`config.mk`:
```
export PLATFORM = sky130hd
export DESIGN_NAME = mem_stage
export DESIGN_NICKNAME = d
export VERILOG_FILES = /design/src/rtl/mem_stage_pkg.sv /design/src/rtl/mem_stage_load_extend.sv /design/src/rtl/mem_stage.sv
export SDC_FILE = /design/constraint.sdc
export NUM_CORES = 1
export LEC_CHECK = 0
export ABC_CLOCK_PERIOD_IN_PS = 6400
export CORE_ASPECT_RATIO = 1.2
export CORE_UTILIZATION = 46
export CTS_BUF_LIST = sky130_fd_sc_hd__clkbuf_8
export DETAILED_ROUTE_END_ITERATION = 12
export GPL_ROUTABILITY_DRIVEN = 0
export PLACE_DENSITY = 0.9
export SYNTH_ARGS = -nofsm -noshare
export SYNTH_HDL_FRONTEND = slang
export SYNTH_SLANG_ARGS = --single-unit
```
`constraint.sdc`:
```
create_clock -name clk_in -period 6.4 [get_ports clk_in]
set_clock_uncertainty 0.2 [all_clocks]
set_input_delay 0.96 -clock clk_in [delete_from_list [all_inputs] [get_ports clk_in]]
set_output_delay 0.96 -clock clk_in [all_outputs]
set_load 0.02 [all_outputs]
```
`src/rtl/mem_stage_pkg.sv`:
```
// Shared definitions for the MEM stage: bus widths, command codes,
// FSM state encoding and small command-decode helpers (including MemLen).
package mem_stage_pkg;

    localparam int Cmd_Typebus = 6;
    localparam int RegAddrBus  = 5;
    localparam int RegBus      = 32;

    // Command codes carried from EX/MEM; 0 is a bubble.
    localparam logic [Cmd_Typebus-1:0] CmdNOP   = 6'd0;
    localparam logic [Cmd_Typebus-1:0] CmdLUI   = 6'd1;
    localparam logic [Cmd_Typebus-1:0] CmdAUIPC = 6'd2;
    localparam logic [Cmd_Typebus-1:0] CmdJAL   = 6'd3;
    localparam logic [Cmd_Typebus-1:0] CmdJALR  = 6'd4;
    localparam logic [Cmd_Typebus-1:0] CmdBEQ   = 6'd5;
    localparam logic [Cmd_Typebus-1:0] CmdBNE   = 6'd6;
    localparam logic [Cmd_Typebus-1:0] CmdBLT   = 6'd7;
    localparam logic [Cmd_Typebus-1:0] CmdBGE   = 6'd8;
    localparam logic [Cmd_Typebus-1:0] CmdBLTU  = 6'd9;
    localparam logic [Cmd_Typebus-1:0] CmdBGEU  = 6'd10;
    localparam logic [Cmd_Typebus-1:0] CmdLB    = 6'd11;
    localparam logic [Cmd_Typebus-1:0] CmdLH    = 6'd12;
    localparam logic [Cmd_Typebus-1:0] CmdLW    = 6'd13;
    localparam logic [Cmd_Typebus-1:0] CmdLBU   = 6'd14;
    localparam logic [Cmd_Typebus-1:0] CmdLHU   = 6'd15;
    localparam logic [Cmd_Typebus-1:0] CmdSB    = 6'd16;
    localparam logic [Cmd_Typebus-1:0] CmdSH    = 6'd17;
    localparam logic [Cmd_Typebus-1:0] CmdSW    = 6'd18;
    localparam logic [Cmd_Typebus-1:0] CmdADDI  = 6'd19;
    localparam logic [Cmd_Typebus-1:0] CmdSLTI  = 6'd20;
    localparam logic [Cmd_Typebus-1:0] CmdSLTIU = 6'd21;
    localparam logic [Cmd_Typebus-1:0] CmdXORI  = 6'd22;
    localparam logic [Cmd_Typebus-1:0] CmdORI   = 6'd23;
    localparam logic [Cmd_Typebus-1:0] CmdANDI  = 6'd24;
    localparam logic [Cmd_Typebus-1:0] CmdSLLI  = 6'd25;
    localparam logic [Cmd_Typebus-1:0] CmdSRLI  = 6'd26;
    localparam logic [Cmd_Typebus-1:0] CmdSRAI  = 6'd27;
    localparam logic [Cmd_Typebus-1:0] CmdADD   = 6'd28;
    localparam logic [Cmd_Typebus-1:0] CmdSUB   = 6'd29;
    localparam logic [Cmd_Typebus-1:0] CmdSLL   = 6'd30;
    localparam logic [Cmd_Typebus-1:0] CmdSLT   = 6'd31;
    localparam logic [Cmd_Typebus-1:0] CmdSLTU  = 6'd32;
    localparam logic [Cmd_Typebus-1:0] CmdXOR   = 6'd33;
    localparam logic [Cmd_Typebus-1:0] CmdSRL   = 6'd34;
    localparam logic [Cmd_Typebus-1:0] CmdSRA   = 6'd35;
    localparam logic [Cmd_Typebus-1:0] CmdOR    = 6'd36;
    localparam logic [Cmd_Typebus-1:0] CmdAND   = 6'd37;

    // Highest defined code; anything above is treated as a bubble.
    localparam logic [Cmd_Typebus-1:0] CmdLast  = CmdAND;

    typedef enum logic [1:0] {
        ST_IDLE   = 2'd0,
        ST_ACCESS = 2'd1,
        ST_DONE   = 2'd2
    } mem_state_e;

    // Byte count of a memory command; 0 for anything that is not a load/store.
    function automatic logic [2:0] MemLen(input logic [Cmd_Typebus-1:0] cmd);
        logic [2:0] len;
        case (cmd)
            CmdLB, CmdLBU, CmdSB: len = 3'd1;
            CmdLH, CmdLHU, CmdSH: len = 3'd2;
            CmdLW, CmdSW:         len = 3'd4;
            default:              len = 3'd0;
        endcase
        return len;
    endfunction

    function automatic logic is_load_cmd(input logic [Cmd_Typebus-1:0] cmd);
        return (cmd == CmdLB) || (cmd == CmdLH) || (cmd == CmdLW) ||
               (cmd == CmdLBU) || (cmd == CmdLHU);
    endfunction

    function automatic logic is_store_cmd(input logic [Cmd_Typebus-1:0] cmd);
        return (cmd == CmdSB) || (cmd == CmdSH) || (cmd == CmdSW);
    endfunction

    // Any defined, non-bubble command.
    function automatic logic is_known_cmd(input logic [Cmd_Typebus-1:0] cmd);
        return (cmd != CmdNOP) && (cmd <= CmdLast);
    endfunction

    // Halfword on odd address or word not on a 4-byte boundary.
    function automatic logic mem_misaligned(input logic [Cmd_Typebus-1:0] cmd,
                                            input logic [1:0]             addr_lo);
        logic bad;
        case (cmd)
            CmdLH, CmdLHU, CmdSH: bad = addr_lo[0];
            CmdLW, CmdSW:         bad = (addr_lo != 2'b00);
            default:              bad = 1'b0;
        endcase
        return bad;
    endfunction

endpackage

```
`src/rtl/mem_stage_load_extend.sv`:
```
// Load data extension: turns the assembled little-endian bytes into the
// 32-bit register value, sign- or zero-extending from bit 8*len-1.
module mem_stage_load_extend
    import mem_stage_pkg::*;
(
    input  logic [Cmd_Typebus-1:0] cmdtype,
    input  logic [RegBus-1:0]      acc,
    output logic [RegBus-1:0]      ext_data
);

    // Pick the extension according to the load flavour; words pass unchanged.
    always_comb begin
        ext_data = acc;
        case (cmdtype)
            CmdLB:   ext_data = {{24{acc[7]}}, acc[7:0]};
            CmdLBU:  ext_data = {24'd0, acc[7:0]};
            CmdLH:   ext_data = {{16{acc[15]}}, acc[15:0]};
            CmdLHU:  ext_data = {16'd0, acc[15:0]};
            default: ext_data = acc;
        endcase
    end

endmodule

```
`src/rtl/mem_stage.sv`:
```
// MEM stage of the RV32I pipeline. Loads and stores run as byte-serial
// transactions on an 8-bit memory port (IDLE -> ACCESS -> DONE) while the
// upstream stages are stalled; everything else passes straight through.
// Optional feature macro: MEM_MISALIGN_CHECK_EN adds misalign_o and skips
// misaligned halfword/word accesses instead of servicing them.
module mem_stage
    import mem_stage_pkg::*;
(
    input  logic                   clk_in,
    input  logic                   rst_in,
    input  logic [Cmd_Typebus-1:0] cmdtype_i,
    input  logic [RegBus-1:0]      alu_result_i,
    input  logic [RegBus-1:0]      store_data_i,
    input  logic [RegAddrBus-1:0]  rd_i,
    input  logic                   write_rd_i,
    output logic                   mem_req_o,
    output logic                   mem_wr_o,
    output logic [RegBus-1:0]      mem_addr_o,
    output logic [7:0]             mem_wdata_o,
    input  logic                   mem_ack_i,
    input  logic [7:0]             mem_rdata_i,
    output logic                   wb_write_o,
    output logic [RegAddrBus-1:0]  wb_rd_o,
    output logic [RegBus-1:0]      wb_data_o,
    output logic                   mem_forward_id_o,
    output logic [RegAddrBus-1:0]  mem_forward_addr_o,
    output logic [RegBus-1:0]      mem_forward_data_o,
    output logic                   stall_from_mem_o
`ifdef MEM_MISALIGN_CHECK_EN
    ,
    output logic                   misalign_o
`endif
);

    mem_state_e        state_reg;
    logic [1:0]        cnt_reg;
    logic [RegBus-1:0] acc_reg;

    logic [2:0]        len;
    logic              is_mem;
    logic              is_load;
    logic              is_store;
    logic              is_known;
    logic              last_byte;
    logic              take_misalign;
    logic              skip_wb;
    logic [RegBus-1:0] ext_data;

    assign len       = MemLen(cmdtype_i);
    assign is_load   = is_load_cmd(cmdtype_i);
    assign is_store  = is_store_cmd(cmdtype_i);
    assign is_mem    = is_load | is_store;
    assign is_known  = is_known_cmd(cmdtype_i);
    assign last_byte = ({1'b0, cnt_reg} == (len - 3'd1));

`ifdef MEM_MISALIGN_CHECK_EN
    logic misalign_reg;

    assign take_misalign = mem_misaligned(cmdtype_i, alu_result_i[1:0]);

    // Flag is high exactly in the DONE cycle that follows a skipped access.
    always_ff @(posedge clk_in or negedge rst_in) begin
        if (!rst_in) begin
            misalign_reg <= 1'b0;
        end else begin
            misalign_reg <= (state_reg == ST_IDLE) && is_mem && take_misalign;
        end
    end

    assign misalign_o = misalign_reg;
    assign skip_wb    = misalign_reg;
`else
    assign take_misalign = 1'b0;
    assign skip_wb       = 1'b0;
`endif

    // Byte-serial access sequencer: counts acked bytes and assembles read data.
    always_ff @(posedge clk_in or negedge rst_in) begin
        if (!rst_in) begin
            state_reg <= ST_IDLE;
            cnt_reg   <= 2'd0;
            acc_reg   <= '0;
        end else begin
            case (state_reg)
                ST_IDLE: begin
                    if (is_mem) begin
                        cnt_reg   <= 2'd0;
                        acc_reg   <= '0;
                        state_reg <= take_misalign ? ST_DONE : ST_ACCESS;
                    end
                end
                ST_ACCESS: begin
                    if (mem_ack_i) begin
                        if (is_load) begin
                            acc_reg[{cnt_reg, 3'b000} +: 8] <= mem_rdata_i;
                        end
                        cnt_reg <= cnt_reg + 2'd1;
                        if (last_byte) begin
                            state_reg <= ST_DONE;
                        end
                    end
                end
                // Upstream advances on this same edge, so DONE lasts one cycle.
                ST_DONE: state_reg <= ST_IDLE;
                default: state_reg <= ST_IDLE;
            endcase
        end
    end

    mem_stage_load_extend u_load_extend (
        .cmdtype  (cmdtype_i),
        .acc      (acc_reg),
        .ext_data (ext_data)
    );

    // Output decode from state; everything is forced low while reset is held
    // so an abandoned access drops its request immediately.
    always_comb begin
        mem_req_o        = 1'b0;
        mem_wr_o         = 1'b0;
        mem_addr_o       = '0;
        mem_wdata_o      = 8'd0;
        wb_write_o       = 1'b0;
        wb_rd_o          = '0;
        wb_data_o        = '0;
        stall_from_mem_o = 1'b0;
        if (rst_in) begin
            case (state_reg)
                ST_IDLE: begin
                    if (is_mem) begin
                        stall_from_mem_o = 1'b1;
                    end else if (is_known) begin
                        wb_write_o = write_rd_i;
                        wb_rd_o    = rd_i;
                        wb_data_o  = alu_result_i;
                    end
                end
                ST_ACCESS: begin
                    mem_req_o        = 1'b1;
                    mem_wr_o         = is_store;
                    mem_addr_o       = alu_result_i + {30'd0, cnt_reg};
                    mem_wdata_o      = store_data_i[{cnt_reg, 3'b000} +: 8];
                    stall_from_mem_o = 1'b1;
                end
                ST_DONE: begin
                    if (is_load && !skip_wb) begin
                        wb_write_o = write_rd_i;
                        wb_rd_o    = rd_i;
                        wb_data_o  = ext_data;
                    end
                end
                default: ;
            endcase
        end
    end

    // Forwarding to decode mirrors the write-back triple; x0 is never forwarded.
    assign mem_forward_id_o   = wb_write_o && (wb_rd_o != '0);
    assign mem_forward_addr_o = wb_rd_o;
    assign mem_forward_data_o = wb_data_o;

endmodule

```
# [After elaboration in Yosys (flattened, before gate mapping)]
# Memories as Yosys holds them, arrays and structs flattened.
# Cells that the tools add are included.
[totals] register_bits=36 latchBits=0 ramBits=0 rom_bits=96 input_bits=87 output_inout_bits=119 wordCells=83 n_memories=1
[memory_table] name="(no name shown)" depth=32 width=3 rd=1 rd_ports_with_merged_regs=0 wr=0 line_no="mem_stage_pkg.sv:61" source="case (cmd)"
[classes] addsub=4 n_mul=0 div=0 magnitude_cmp=1 n_eq_ne=15 shift=3 mux=40 n_bitwise=1 reduce_logical=15
[op_table] operator="32-bit two-way mux" count=9
[op_table] operator="32-bit case mux with 2 select lines" count=2
[op_table] operator="32-bit case mux with 4 select lines" count=1
[op_table] operator="32-bit by 2-bit adder with 32-bit output" count=1
[op_table] operator="32-bit bitwise mux" count=1
[op_table] operator="8-bit by 7-bit variable shift with 32-bit output (first input constant)" count=1
[op_table] operator="32-bit by 6-bit variable part select with 8-bit output" count=1
[op_table] operator="8-bit by 7-bit variable part select with 32-bit output" count=1
[op_table] operator="6-bit by 4-bit equality test with 1-bit output (second input constant)" count=5
[op_table] operator="5-bit two-way mux" count=4
[op_table] operator="6-bit by 5-bit equality test with 1-bit output (second input constant)" count=3
[op_table] operator="8-bit two-way mux" count=2
[op_table] operator="1-bit two-way mux" count=10
[op_table] operator="2-bit two-way mux" count=5
[op_table] operator="5-bit case mux with 2 select lines" count=1
[op_table] operator="2-bit != test (second input constant)" count=4
[op_table] operator="2-bit case mux with 2 select lines" count=2
[op_table] operator="5-bit negation with 7-bit output" count=1
[op_table] operator="6-bit less-or-equal comparator (second input constant)" count=1
[op_table] operator="1-bit logical OR" count=6
[op_table] operator="3-bit AND reduction" count=2
[op_table] operator="6-bit nonzero test" count=1
[op_table] operator="5-bit nonzero test" count=1
[op_table] operator="1-bit case mux with 2 select lines" count=2
[op_table] operator="other kinds (11)" count=12

# [Logic depth before layout (Yosys ltp)]
[depth] depth_word=11 depth_mapped=10 depth_no_buf=8

# [By module]
# Synthesis repeated with hierarchy kept, for this count alone.
[unflattened] hier_cells=535 hier_area_um2=4499.3
[by_module_without_submodules] mod="mem_stage" n_inst=1 cells_per_inst=482 area_per_inst_um2=4083.9 seq_area_each_um2=900.9
[by_module_without_submodules] mod="mem_stage_load_extend" n_inst=1 cells_per_inst=53 area_per_inst_um2=415.4 seq_area_each_um2=0.0

# [Worst setup path after synthesis]
# No wires, ideal clock.
[synth_path] path_type="in2out" from="in cmdtype_i[0]" to="out wb_data_o[19]" arrival_ns=3.005 required_time_ns=5.240 slack_ns=2.235 cell_stages=7 path_buffers=2 cell_sequence="inv_1 > ha_1 > o31ai_1 > clkbuf_1 > nand4_1 > o22ai_1 > buf_4"
[synth_between] elab_chain_len=9 word_cells_on_any_way=24 classes_between="order compare (1); eq/ne (8); mux (6); bitwise (1); reduce/logical (8)"
[synth_rtl] element="from (decl)" line_no="mem_stage.sv:11" source="input logic [Cmd_Typebus-1:0] cmdtype_i,"
[synth_rtl] element="parallel branches: the longest is 7 deep, another holds 6-bit less-or-equal comparator"
[synth_rtl] element="32-bit case mux with 2 select lines (*)" line_no="mem_stage.sv:128" source="case (state_reg)"
[synth_rtl] element="32-bit two-way mux (*)" line_no="mem_stage.sv:127" source="if (rst_in) begin"
[synth_rtl] element="to (decl)" line_no="mem_stage.sv:24" source="output logic [RegBus-1:0] wb_data_o,"
# Every way passes the cells marked *.

# [Worst setup path after layout]
[layout_path] from="in cmdtype_i[0]" to="out mem_forward_id_o"
[layout_between] elab_chain_len=11 word_cells_on_any_way=30 classes_between="order compare (1); eq/ne (8); mux (10); bitwise (1); reduce/logical (10)"
[layout_rtl] element="parallel branches: the longest is 10 deep, another holds 6-bit less-or-equal comparator"
[layout_rtl] element="1-bit logical AND (*)" line_no="mem_stage.sv:158" source="assign mem_forward_id_o = wb_write_o && (wb_rd_o != '0);"
[layout_rtl] element="to (decl)" line_no="mem_stage.sv:25" source="output logic mem_forward_id_o,"
# Marks and branches as above.

==> results.cfg <==
[status]
outcome = finished clean

[clock_tree]
ctsResizeCount = 0
root_buffer = clkbuf_8
cts_tree = yes
cts_max_level = 2
path_clk_slew_ps = 70
clk_latency_ps = 300
clk_path_buf_depth = 2
numCtsBuffers = 5
post_cts_buffers = 0
hold_buffers = 0
cts_sinks = 36

[detailed_routing]
drc_errors = 0
ant_nets = 0
wl_per_cell_um = 19.8
drt_wl_total_mm = 15.4
drtIter0Drc = 462
vias_per_cell = 6.27
first_pass_iters = 5
vias = 4893

[critical_path]
end_kind = output port
worstReg2RegEnd = acc_reg[16]
r2r_cells = 5
reg2reg_slack_ps = 3660
arrival_ps = 4520
worst-setup-path-type = in -> out
required_ps = 5240
worstReg2RegStart = cnt_reg[0]
worstPathMaxFanout = 22
startpoint_type = input port

[timing]
setup_violations = 0
fin_tns_setup_ps = 0
layout_min_cycle_time_ps = 5680
fin_ws_ps = 724
finalMaxSlewViolations = 0
fmax_ghz = 0.176
tightest_slew_ps = 860
post-route-period-util_pct = 88.7
maxSlewHeadroom_pct = 42.2
hold_viol_final = 0
grt_setup_unrepaired = no

[die]
initial_core_util_pct = 47.9
fp-row-count = 37
ios = 206
die_area_mm2 = 0.00945
coreArea_mm2 = 0.00870
dieHeight_um = 106
die_w_um = 88.9

[pwr]
p_leak_uw = 0.00209
power_density_mw_per_mm2 = 202
finalPower_uw = 1230
ir_drop_uv = 216

[logic_synthesis]
synth-main-ff-cell = dfrtp_1
yosysTopAreaCell = dfrtp_1
synthCells = 519
synth_seq_cells = 36
synth_cell_types = 57
syn_nets = 619
synth_top_area_share_pct = 21.6
synth-edff-count = 0
synth_area_mm2 = 0.00417
synth.avg_cell_area_um2 = 8.03
postSynth.asyncResetShare_pct = 100
synthTopCellsByArea = dfrtp_1 (22%), o2bb2ai_1 (7.4%), buf_4 (7.0%), mux4_2 (4.3%), o21ai_0 (3.8%)
ys_seq_area_share_pct = 21.6
ys_warn_count = 0

[grt]
antenna_found_initial = 0
grt_max_degree = 41
grt_pass1_wl_mm = 23.9
grt_usage_pct = 32.4
grt.overflow.total = 0
grt_pass1_vias = 4595

[worst_hold_path]
hold_path_class = reg -> reg
whs_endpoint = acc_reg[25]
hp-start = acc_reg[25]
hold_path_depth = 1

[final_layout]
final_util_pct = 70.0
layout_common_cells = clkdlybuf4s50_1 (204), nor2_1 (36), dfrtp_1 (36)
final_common_cell = clkdlybuf4s50_1
largest_reg_flops = 32
syn2layout_area_growth_pct = 46.0
final_cell_count_no_fill = 780
fin_nets = 762
antenna_cells = 0
drive_gt1_share_pct = 5.73

[place]
place_inst = 772
dp_worst_setup_slack_ps = 772
io_buffers = 205
dp_hpwl_mm = 12.0

[run]
drv_cap = 0
worst max-delay path, stage by stage:
cell and delay [ps]:
clkdlybuf4s50_1 510, inv_1 90, ha_1 280, nor3_1 360, a2bb2oi_2 590, buf_4 370
nand4_1 290, a211oi_1 400, clkdlybuf4s50_1 660
power by group:
part | switching, µW | internal, µW | total (µW)
sequential | 84.4 | 270 | 354
clock | 83.9 | 87.9 | 172
combinational | 368 | 339 | 707
total | 536 | 696 | 1230
through the flow:
step | hold slack, ps | area, µm²
floorplan | 294 | 4170
global placement | 307 | 5990
detailed placement | 315 | 5990
CTS | 333 | 6090
global route | 354 | 6090
finish | 333 | 6090
synthesized netlist by cell type, types with 5 or more instances:
cell type	number
ha_1	12
xnor2_1	7
o21ai_0	32
or4_1	12
nor3_1	8
a22o_1	8
nand2_1	33
buf_1	5
nor4_1	6
a32o_1	8
and4_1	5
clkbuf_1	26
xor2_1	7
o22ai_1	7
a21oi_1	30
mux4_2	8
and2_1	5
o311ai_0	8
inv_1	14
o31ai_1	11
a21boi_0	8
nor3b_1	16
nand3_1	11
nor2b_1	11
nand4_1	20
buf_2	10
o2bb2ai_1	35
nor2_1	36
dfrtp_1	36
mux2i_1	5
buf_4	39
cell families after synthesis:
logic type / Yosys count / synth area share, %
AO/OA/AOI/OAI: 159 / 27.2
XOR/XNOR: 14 / 2.94
adder cells (fa/ha/maj): 13 / 4.08
buffers and inverters: 94 / 12.3
flip-flops: 36 / 21.6
multiplexers: 14 / 5.79
AND/OR/NAND/NOR: 189 / 26.1
final cells by class:
cell class              count  area, µm²
fillers                   695       2620
clock buffers               6       82.6
repair buffers            216       2130
clock inverters             2       13.8
inverters                  14       52.6
flip-flops and latches     36        901
well taps                 117        146
multi-input cells         389       2760
routing by layer:
layer	global-route usage (%)	vias up	share of wire [%]
met5	0	-	0
met4	13.9	0	2.9
met3	4.43	38	8.3
met2	56.2	282	52
met1	39.5	2346	37
li1	-	2227	-
how the worst max path moves through the flow:
| stage | start | endpoint | slack, ps | cells after the start |
|---|---|---|---|---|
| 6_report | cmdtype_i[0] | mem_forward_id_o | 720 | 9 |
| 5_1_grt | cmdtype_i[0] | wb_data_o[1] | 440 | 8 |
| 4_1_cts | cmdtype_i[0] | mem_forward_data_o[1] | 750 | 8 |
| 3_5_place_dp | cmdtype_i[0] | mem_forward_data_o[1] | 770 | 8 |
| 3_3_place_gp | cmdtype_i[0] | mem_forward_data_o[3] | 910 | 8 |
| 2_1_floorplan | cmdtype_i[0] | wb_data_o[19] | 2230 | 7 |
Power figures use the tool's default switching activity.
==> variant (same settings) <==
The 3 states of `mem_state_e` get a one-hot encoding in 3 bits.
--- a/src/rtl/mem_stage_pkg.sv
+++ b/src/rtl/mem_stage_pkg.sv
@@ -50,8 +50,8 @@
     localparam logic [Cmd_Typebus-1:0] CmdLast  = CmdAND;
 
-    typedef enum logic [1:0] {
-        ST_IDLE   = 2'd0,
-        ST_ACCESS = 2'd1,
-        ST_DONE   = 2'd2
+    typedef enum logic [2:0] {
+        ST_IDLE   = 3'b001,
+        ST_ACCESS = 3'b010,
+        ST_DONE   = 3'b100
     } mem_state_e;
 
Formal check against the unedited RTL: no difference found for any inputs over 4 cycles, from zero or initial values and one cycle with rst_in low; so few cycles prove little.
==> variant against the unedited design <==
- sequential cell count rose by 1
- cell area fell by 3.2%
- critical path type unchanged
- worst setup slack improved by 0.22 ns
- non-clock buffer count fell by 7
- largest cell class unchanged
- cell count rose by 1.9%
- synthesized area fell by 3.3%
- routed wire length fell by 14%
Power is not compared: it rests on default switching activity, and its combinational part moved more than twofold at a synthesized area within 25%.
==> variant: results (changes against the unedited design) <==
[status]
outcome = finished clean

[routing]
vias = 4512  ; -7.8%
met2_length_mm = 6.80  ; -15%

[yosys]
ys_types = 60  ; +5.3%
synth_common_cells = nand2_1, nor2_1, buf_4
syn_nets = 629  ; +1.6%

[placed_design]
post-place-ws_ns = 0.968  ; +0.196 ns
placed_cell_area_um2 = 5810  ; -3.1%
dp_hpwl_mm = 10.6  ; -12%

[layout]
nonClkBufAreaFrac_pct = 35.3  ; +0.28 points
fillCellCount = 715  ; +2.9%
multi_input_area_share_pct = 44.7  ; -0.71 points
clk_share_pct = 1.40  ; -0.18 points
final_cell_area_um2 = 5890  ; -3.2%
drive_above_1_share_pct = 7.52  ; +1.8 points
utilization_pct = 69.2  ; -0.80 points
nets = 777  ; +2.0%

[global_route]
track_usage_pct = 28.8  ; -3.7 points
grt_pass1_wl_mm = 21.1  ; -12%
grt_max_degree = 35  ; -15%

[timing]
whs_ns = 0.285  ; -0.0478 ns
fin_crit_ns = 5.45  ; -0.221 ns

[cts]
cts_sinks = 37  ; +2.8%

[min_path]
hold_depth = 2  ; +1

[setup_path]
r2r_slack_ns = 3.53  ; -0.13 ns

==> variant: cell types whose count changed after synthesis, moves of 9 or more <==
cell	unedited run	this run
a21oi_2	0	10
and3_1	4	13
clkbuf_1	26	13
nand2_1	33	102
nor2_1	36	56
nor2b_1	11	2
nor3b_1	16	1
o21ai_1	0	24
o2bb2ai_1	35	0
o31ai_1	11	1
or4_1	12	1
xor2_1	7	24
==> variant: metal layers <==
layer	vias to the layer above	global-route usage, %
li1	2123	-
met1	2102	34.1
met2	250	50.9
met3	37	4.90
met4	0	11.0
met5	-	0
==> variant: kinds of logic after synthesis <==
| family | count (synthesis) | synth area share [%] |
|---|---|---|
| mux | 10 | 5.09 |
| flops | 37 | 23.0 |
| simple gates | 246 | 30.0 |
| compound gates | 119 | 19.7 |
| xor+xnor | 29 | 6.30 |
| fa+ha+maj | 13 | 4.22 |
| buf+inv | 75 | 11.7 |
